File: config.mk
export PLATFORM = sky130hd
export DESIGN_NAME = fp16_accum_seq_flat
export DESIGN_NICKNAME = d
export VERILOG_FILES = /design/src/rtl/fp16_accum_seq_if.sv /design/src/rtl/fp16_accum_seq.sv /design/src/flat_wrapper.sv
export SDC_FILE = /design/constraint.sdc
export NUM_CORES = 1
export LEC_CHECK = 0
export BUFFER_PORTS_ARGS = -buffer_cell sky130_fd_sc_hd__buf_4
export CORE_AREA = 2 2 77 79
export DETAILED_ROUTE_END_ITERATION = 12
export DIE_AREA = 0 0 79 81
export PLACE_DENSITY = 0.81
export SKIP_CTS_REPAIR_TIMING = 1
export SYNTH_ARGS = -nofsm -noshare
export SYNTH_HDL_FRONTEND = slang
export SYNTH_SLANG_ARGS = --single-unit
File: constraint.sdc
create_clock -name clk -period 4.38 [get_ports clk]
set_input_delay 0.876 -clock clk [delete_from_list [all_inputs] [get_ports clk]]
set_output_delay 0.876 -clock clk [all_outputs]
set_load 0.05 [all_outputs]
File: src/rtl/fp16_accum_seq_if.sv
// rtl/fp16_accum_seq_if.sv - stream bundle between the fp16 accumulator, its source, the adder and its sink
interface fp16_accum_seq_if #(
  parameter int CNT_W = 16
);
  logic             s_valid;
  logic             s_ready;
  logic [15:0]      s_data;
  logic             s_last;
  logic             add_valid;
  logic             add_ready;
  logic [15:0]      add_a;
  logic [15:0]      add_b;
  logic             res_valid;
  logic             res_ready;
  logic [15:0]      res_sum;
  logic             m_valid;
  logic             m_ready;
  logic [15:0]      m_data;
  logic [CNT_W-1:0] m_count;

  modport slave (
    input  s_valid, s_data, s_last, add_ready, res_valid, res_sum, m_ready,
    output s_ready, add_valid, add_a, add_b, res_ready, m_valid, m_data, m_count
  );

  modport master (
    output s_valid, s_data, s_last, add_ready, res_valid, res_sum, m_ready,
    input  s_ready, add_valid, add_a, add_b, res_ready, m_valid, m_data, m_count
  );
endinterface

File: src/rtl/fp16_accum_seq.sv
// rtl/fp16_accum_seq.sv - serial fp16 vector accumulator driving an external pipelined fp16 adder
module fp16_accum_seq #(
  parameter int CNT_W = 16
) (
  input logic             clk,
  input logic             rst_n,
  fp16_accum_seq_if.slave bus
);
  localparam logic [2:0] IDLE  = 3'd0;
  localparam logic [2:0] LOAD  = 3'd1;
  localparam logic [2:0] ISSUE = 3'd2;
  localparam logic [2:0] WAIT  = 3'd3;
  localparam logic [2:0] DONE  = 3'd4;

  localparam logic [CNT_W-1:0] CNT_MAX = '1;
  localparam logic [CNT_W-1:0] CNT_ONE = CNT_W'(1);

  logic [2:0]       state;
  logic [15:0]      acc;
  logic [15:0]      opnd;
  logic             last_q;
  logic [CNT_W-1:0] cnt;

  // The first element seeds acc directly; every later element costs one adder round trip.
  always_ff @(posedge clk or negedge rst_n) begin
    if (!rst_n) begin
      state  <= IDLE;
      acc    <= '0;
      opnd   <= '0;
      last_q <= 1'b0;
      cnt    <= '0;
    end else begin
      case (state)
        IDLE: begin
          if (bus.s_valid) begin
            acc   <= bus.s_data;
            cnt   <= CNT_ONE;
            state <= bus.s_last ? DONE : LOAD;
          end
        end
        LOAD: begin
          if (bus.s_valid) begin
            opnd   <= bus.s_data;
            last_q <= bus.s_last;
            if (cnt != CNT_MAX) begin
              cnt <= cnt + CNT_ONE;
            end
            state <= ISSUE;
          end
        end
        ISSUE: begin
          if (bus.add_ready) begin
            state <= WAIT;
          end
        end
        WAIT: begin
          if (bus.res_valid) begin
            acc   <= bus.res_sum;
            state <= last_q ? DONE : LOAD;
          end
        end
        DONE: begin
          if (bus.m_ready) begin
            state <= IDLE;
          end
        end
        default: state <= IDLE;
      endcase
    end
  end

  // Handshake outputs depend on state only, so no input reaches an output combinationally.
  assign bus.s_ready   = (state == IDLE) || (state == LOAD);
  assign bus.add_valid = (state == ISSUE);
  assign bus.res_ready = (state == WAIT);
  assign bus.m_valid   = (state == DONE);

  assign bus.add_a   = (state == ISSUE) ? acc  : 16'h0000;
  assign bus.add_b   = (state == ISSUE) ? opnd : 16'h0000;
  assign bus.m_data  = (state == DONE)  ? acc  : 16'h0000;
  assign bus.m_count = (state == DONE)  ? cnt  : '0;
endmodule
File: src/flat_wrapper.sv
// flat-port wrapper written by rule: the top's interface ports become plain ports
module fp16_accum_seq_flat 
#(
  parameter int CNT_W = 16
)
  (clk, rst_n, bus_s_valid, bus_s_data, bus_s_last, bus_add_ready, bus_res_valid, bus_res_sum, bus_m_ready, bus_s_ready, bus_add_valid, bus_add_a, bus_add_b, bus_res_ready, bus_m_valid, bus_m_data, bus_m_count);
  fp16_accum_seq_if #(.CNT_W(CNT_W)) bus_i ();
  input logic clk;
  input logic rst_n;
  input wire logic [$bits(bus_i.s_valid)-1:0] bus_s_valid;
  input wire logic [$bits(bus_i.s_data)-1:0] bus_s_data;
  input wire logic [$bits(bus_i.s_last)-1:0] bus_s_last;
  input wire logic [$bits(bus_i.add_ready)-1:0] bus_add_ready;
  input wire logic [$bits(bus_i.res_valid)-1:0] bus_res_valid;
  input wire logic [$bits(bus_i.res_sum)-1:0] bus_res_sum;
  input wire logic [$bits(bus_i.m_ready)-1:0] bus_m_ready;
  output wire logic [$bits(bus_i.s_ready)-1:0] bus_s_ready;
  output wire logic [$bits(bus_i.add_valid)-1:0] bus_add_valid;
  output wire logic [$bits(bus_i.add_a)-1:0] bus_add_a;
  output wire logic [$bits(bus_i.add_b)-1:0] bus_add_b;
  output wire logic [$bits(bus_i.res_ready)-1:0] bus_res_ready;
  output wire logic [$bits(bus_i.m_valid)-1:0] bus_m_valid;
  output wire logic [$bits(bus_i.m_data)-1:0] bus_m_data;
  output wire logic [$bits(bus_i.m_count)-1:0] bus_m_count;
  assign bus_i.s_valid = bus_s_valid;
  assign bus_i.s_data = bus_s_data;
  assign bus_i.s_last = bus_s_last;
  assign bus_i.add_ready = bus_add_ready;
  assign bus_i.res_valid = bus_res_valid;
  assign bus_i.res_sum = bus_res_sum;
  assign bus_i.m_ready = bus_m_ready;
  assign bus_s_ready = bus_i.s_ready;
  assign bus_add_valid = bus_i.add_valid;
  assign bus_add_a = bus_i.add_a;
  assign bus_add_b = bus_i.add_b;
  assign bus_res_ready = bus_i.res_ready;
  assign bus_m_valid = bus_i.m_valid;
  assign bus_m_data = bus_i.m_data;
  assign bus_m_count = bus_i.m_count;
  fp16_accum_seq #(.CNT_W(CNT_W)) u_core (.clk(clk), .rst_n(rst_n), .bus(bus_i));
endmodule
# [After elaboration in Yosys (flattened, before gate mapping)]
# Cells that the tools add are included.
[totals] inputBits=39 out_inout_bits=68 word_cells=44 regBits=52
[op_classes] mux=19 reduce_logical=8 n_addsub=1 eq_ne=11
[op_table] cell="two-way mux 16 bit" n=9
[op_table] cell="one-hot mux 16 bit (2 select lines)" n=2
[op_table] cell="two-way mux 3 bit" n=7
[op_table] cell="adder 16 x 1 -> 16 bit, second input constant" n=1
[op_table] cell="inequality test 16 bit, second input constant" n=1
[op_table] cell="one-hot mux 3 bit (5 select lines)" n=1
[op_table] cell="inequality test 2 bit, second input constant" n=5
[op_table] cell="== test 3 x 2 -> 1 bit, second input constant" n=2
[op_table] cell="AND reduction 5 bit" n=1
[op_table] cell="AND reduction 4 bit" n=1
[op_table] cell="nonzero test 2 bit" n=2
[op_table] cell="== test 3 x 1 -> 1 bit, second input constant" n=1
[op_table] cell="== test 3 bit, second input constant" n=1
[op_table] cell="zero test 3 bit" n=1
[op_table] cell="AND reduction 3 bit" n=1
[op_table] cell="inequality test 2 x 1 -> 1 bit, second input constant" n=1
[op_table] cell="AND reduction 2 bit" n=1
[op_table] cell="logical OR 1 bit" n=1

# [Longest topological paths before layout]
[depth] depth_word=4 ltp_mapped=7 depth_no_buf=6

# [Least setup slack after synthesis]
# Ideal clock, no wire load.
[synth_path] path_type="register -> output" startpoint="register u_core.state[1]" endpoint="output port bus_add_a[10]" stages_incl_launch_ff=6 arrival_time_ps=1926 slack_ps=1578 path_cell_list="dfrtp_1 buf_2 nand2b_1 nor2_1 clkbuf_1 and2_1"
[synth_via] elab_chain_cells=2
[synth_rtl] element="start, declared" line_no="fp16_accum_seq.sv:18" source="logic [2:0] state;"
[synth_rtl] element="start signal, assigned" line_no="fp16_accum_seq.sv:38" source="state <= bus.s_last ? DONE : LOAD;"
[synth_rtl] element="start signal, assigned" line_no="fp16_accum_seq.sv:59" source="state <= last_q ? DONE : LOAD;"
[synth_rtl] element="== test 3 x 2 -> 1 bit"
[synth_rtl] element="net bus_add_valid" line_no="flat_wrapper.sv:18" source="output wire logic [$bits(bus_i.add_valid)-1:0] bus_add_valid;"
[synth_rtl] element="two-way mux 16 bit" line_no="fp16_accum_seq.sv:78" source="assign bus.add_a = (state == ISSUE) ? acc : 16'h0000;"
[synth_rtl] element="end, declared" line_no="flat_wrapper.sv:19" source="output wire logic [$bits(bus_i.add_a)-1:0] bus_add_a;"
# The timed path passes the listed nets, and every way through them passes these cells.

# [Final worst setup path]
[layout_path] startpoint="register u_core.state[0]" endpoint="output port bus_m_data[10]"
[layout_via] elab_chain_cells=2
[layout_rtl] element="== test 3 bit" line_no="fp16_accum_seq.sv:80" source="assign bus.m_data = (state == DONE) ? acc : 16'h0000;"
[layout_rtl] element="two-way mux 16 bit" line_no="fp16_accum_seq.sv:80"
[layout_rtl] element="end, declared" line_no="flat_wrapper.sv:23" source="output wire logic [$bits(bus_i.m_data)-1:0] bus_m_data;"
# No other way between the ends.

==> results <==
- Summed over all cells, the static leakage comes to 1.918 nW.
- The count of cells in the finished layout, fillers not included, comes to between 500 and 600.
- The worst pin sits at a relative slew slack of 18.78%.
- In this run the clock root is driven by a sky130_fd_sc_hd__clkbuf_8.
- The diode insertion count for antenna repair is 0.
- Once the floorplan was initialized, standard cells occupied 51.96% of the core.
- The fraction of layout cells with a size suffix above 1 is approximately a third.
- Net switching is 47.67% of the power.
- Clock skew on the completed layout was measured at 4.475 ps.
- The start-to-end type of the worst setup path is reg -> out.
- The sink count of the clock tree is 52.
- The design draws ~2.5 mW.
- The sequential group share of total power is 31.9%.
- The power per standard cell area is 653.2 nW/µm².
- The initial antenna violation count is 0.
- The transition time of the tightest slew-check pin is 1218 ps.
- After detailed routing, the total wire length is between 7000 and 8000 µm.
- The remaining number of nets flagged by the antenna check after routing is 0.
- The share of flip-flops with an asynchronous set or reset is 100.0%.
- The count of filler cells inserted in the layout is 478.
- In the final routed layout, each cell accounts on average for 14.93 µm.
- The cell total after placement is 498.
- The overall via count from detail_route is 2798.
- The worst-case hold slack is 509.6 ps.
- The cell count after synthesis came out at 338.
- The combined area of all synthesized cells is 2949 µm².
- Derived from the worst setup path, the maximum achievable clock frequency is 0.3219 GHz.
- Subtracting the final worst setup slack from the clock period gives 3107 ps.
- In this run the core area contains 28 standard-cell rows.
- From synthesis to final layout, the design area changed by 31.27%.
- The die height is 81 µm.
- The clock network burns 14.1% of the power.
- Setup repair after global routing left no endpoint under its margin.
- The routed via count divided by cell count is 5.530.
- The synthesis warning total is 0.
- The worst-case IR drop observed on VDD is 0.0004288 V.
- The count of endpoints failing hold in the final timing report came to 0.
- The share of the synthesized area in the top cell type is 44.12%.
- The global-route usage over all layers is 24.69%.
- Summing the sequential cell areas from Yosys gives 44.12% of the chip area.
- The mean cell area of the mapped netlist is ~8.7 µm².
- The total count of max-transition violations in the final report was 0.
- The number of CTS-inserted buffers is 5.
- The critical path launch point type is a flip-flop.
- The count of buffers added on input and output ports is around 110.
- Setup slack on the critical path of the routed design comes to roughly 1300 ps.
- After floorplanning, the core was sized to cover 5675 µm².
- The number of max-cap violations is 0.
- The net count of the mapped netlist is 378.
- TritonCTS built the clock tree.
- The worst min-delay path class is reg -> reg.
- Prior to clock tree synthesis, the placed netlist has a worst setup slack of 1517 ps.
- The count of different cell masters after synthesis is 36.
- The number of H-tree branching levels is 2.
- The internal portion of the total power is 1.323 mW.
- Clock latency on the worst-skew pair, taken at its later pin, is 300 ps.
- The share of the clock period used by the worst path is a little under three quarters.
- The initial detailed-routing violation count is around 160.
- The data arrival time of the critical path is 2230 ps.
- The total negative slack for setup checks is 0 ps.
- The flow ran to the end, and the final reports show no timing, DRC or antenna violations.
- The final setup violation count is 0.
- Ranked by instance count, the synthesized netlist is headed by sky130_fd_sc_hd__dfrtp_1 (52), sky130_fd_sc_hd__nand2_1 (51), sky130_fd_sc_hd__and3_1 (35), sky130_fd_sc_hd__and2_1 (33), sky130_fd_sc_hd__nor2_1 (29).
- The sequential cell area is 1301 µm².
- For the worst setup path, the data required time is 3500 ps.
- Ranked by total cell area, the synthesized netlist is headed by sky130_fd_sc_hd__dfrtp_1 (44%), sky130_fd_sc_hd__and3_1 (7.4%), sky130_fd_sc_hd__and2_1 (7.0%), sky130_fd_sc_hd__nand2_1 (6.5%), sky130_fd_sc_hd__mux2_2 (6.5%).
- After global routing the overflow that remains totals 0.
- The critical path endpoint category is an output port.
- At the end of routability-driven placement, the weighted congestion stood at 0.8502.
- The width of the die is 79 µm.
- The die footprint is 6399 µm².
- Summed over all instances, the cell type with the most area after synthesis is sky130_fd_sc_hd__dfrtp_1.
- The synthesized design contains 0 enable-type register cells.
- The synthesized design contains between 50 and 60 register bits.
- The highest net fanout along the worst path is 33.
- In this run the deepest clock path goes through 2 buffers.
- The number of global-route vias before repair is around 2800.
- The most used flip-flop cell after synthesis is sky130_fd_sc_hd__dfrtp_1.
- The final layout contains 470 nets.
- The multi-input combinational cell area is 1520 µm².
- Combinational cells account for a little over half of the total power.
- The first global-routing pass estimated about 13000 µm of wire.
- After clock tree synthesis, the clock-pin slew on the worst setup and hold paths is 90 ps.
- Entering global routing, the biggest net connects 53 pins.
- The detailed-router iteration count before antenna repair is 4.
- The wire-length estimate of the detail-placed layout is between 5000 and 6000 µm.
- The final routed DRC violation total is 0.
- The most frequent cell after synthesis is sky130_fd_sc_hd__dfrtp_1.
- 107 I/O pins were placed.
- For this design the total switching power over the nets is 1.205 mW.
[cells by family after synthesis]
family,share of synthesized area (%)
and+or+nand+nor,31.14
buffers and inverters,4.454
muxes,7.170
adders and majority gates,0.4242
DFF,44.12
AOI/OAI and AO/OA,12.69
[through the flow]
step	cell area (µm²)	util, %
after floorplan	2949	-
after global placement	3745	65.98
after detailed placement	3745	65.98
after CTS	3871	68.21
after global routing	3871	68.21
final	3871	68.21
[final timing paths]
path	cells past startpoint	end	from	slack (ps)
setup / recovery	3	bus_m_data[10]	u_core.state[0]$_DFFE_PN0P_	1270
hold / removal	1	u_core.opnd[12]$_DFFE_PN0P_	u_core.opnd[12]$_DFFE_PN0P_	510
setup reg to reg	5	u_core.acc[6]$_DFFE_PN0P_	u_core.state[0]$_DFFE_PN0P_	1460
hold reg to reg	1	u_core.opnd[12]$_DFFE_PN0P_	u_core.opnd[12]$_DFFE_PN0P_	510
max in group asynchronous	1	u_core.opnd[15]$_DFFE_PN0P_	rst_n	3350
min in group asynchronous	1	u_core.cnt[1]$_DFFE_PN0P_	rst_n	600
[power groups by stage]
stage               sequential [mW]  clock, mW  combinational (mW)
finish                        0.807      0.357                1.36
global route                  0.837      0.382                1.47
CTS                           0.806      0.362                1.37
detailed placement            0.816          0                1.37
global placement              0.807          0                1.34
floorplan                     0.734          0                1.07
[per-layer routing]
layer	track usage (%)	vias up	share of wire [%]
met3	7.111	8	8.3
met2	42.20	102	50
met5	0	-	0
met4	8.103	0	1.1
met1	30.26	1326	41
li1	-	1362	-
[cells in the final DEF (no fill, tap or decap), types with 2 or more instances in the layout]
cell                       count
sky130_fd_sc_hd__buf_4       110
sky130_fd_sc_hd__dfrtp_1      52
sky130_fd_sc_hd__nand2_1      51
sky130_fd_sc_hd__and3_1       35
sky130_fd_sc_hd__and2_1       33
sky130_fd_sc_hd__nor2_1       29
sky130_fd_sc_hd__a31oi_1      26
sky130_fd_sc_hd__o21ai_0      21
sky130_fd_sc_hd__mux2_2       17
sky130_fd_sc_hd__nand4_1       8
sky130_fd_sc_hd__clkbuf_8      7
sky130_fd_sc_hd__nand2b_1      5
sky130_fd_sc_hd__nor3_1        5
sky130_fd_sc_hd__nand3_1       3
sky130_fd_sc_hd__a21oi_1       3
sky130_fd_sc_hd__nor2_2        2
sky130_fd_sc_hd__o22a_1        2
sky130_fd_sc_hd__nor2b_1       2
sky130_fd_sc_hd__o31ai_1       2
sky130_fd_sc_hd__mux2i_1       2
[final cells by class]
type                    count  area share (%)
flip-flops and latches     52           33.61
multi-input cells         260           39.27
repair buffers            110           21.33
clock buffers               7           2.489
well taps                  75           2.424
clock inverters             1          0.7757
inverters                   1         0.09696
[sequential cells by signal, summed over array words and instances (netlist names)]
register,cells
u_core.acc,16
u_core.cnt,16
u_core.last_q,1
u_core.opnd,16
u_core.state,3
[critical path: stages (launching register included)]
cell and delay, ps:
sky130_fd_sc_hd__dfrtp_1 570, sky130_fd_sc_hd__nor2_2 880, sky130_fd_sc_hd__and3_1 280, sky130_fd_sc_hd__buf_4 200
Note: power is estimated with default switching activity, not from simulation.
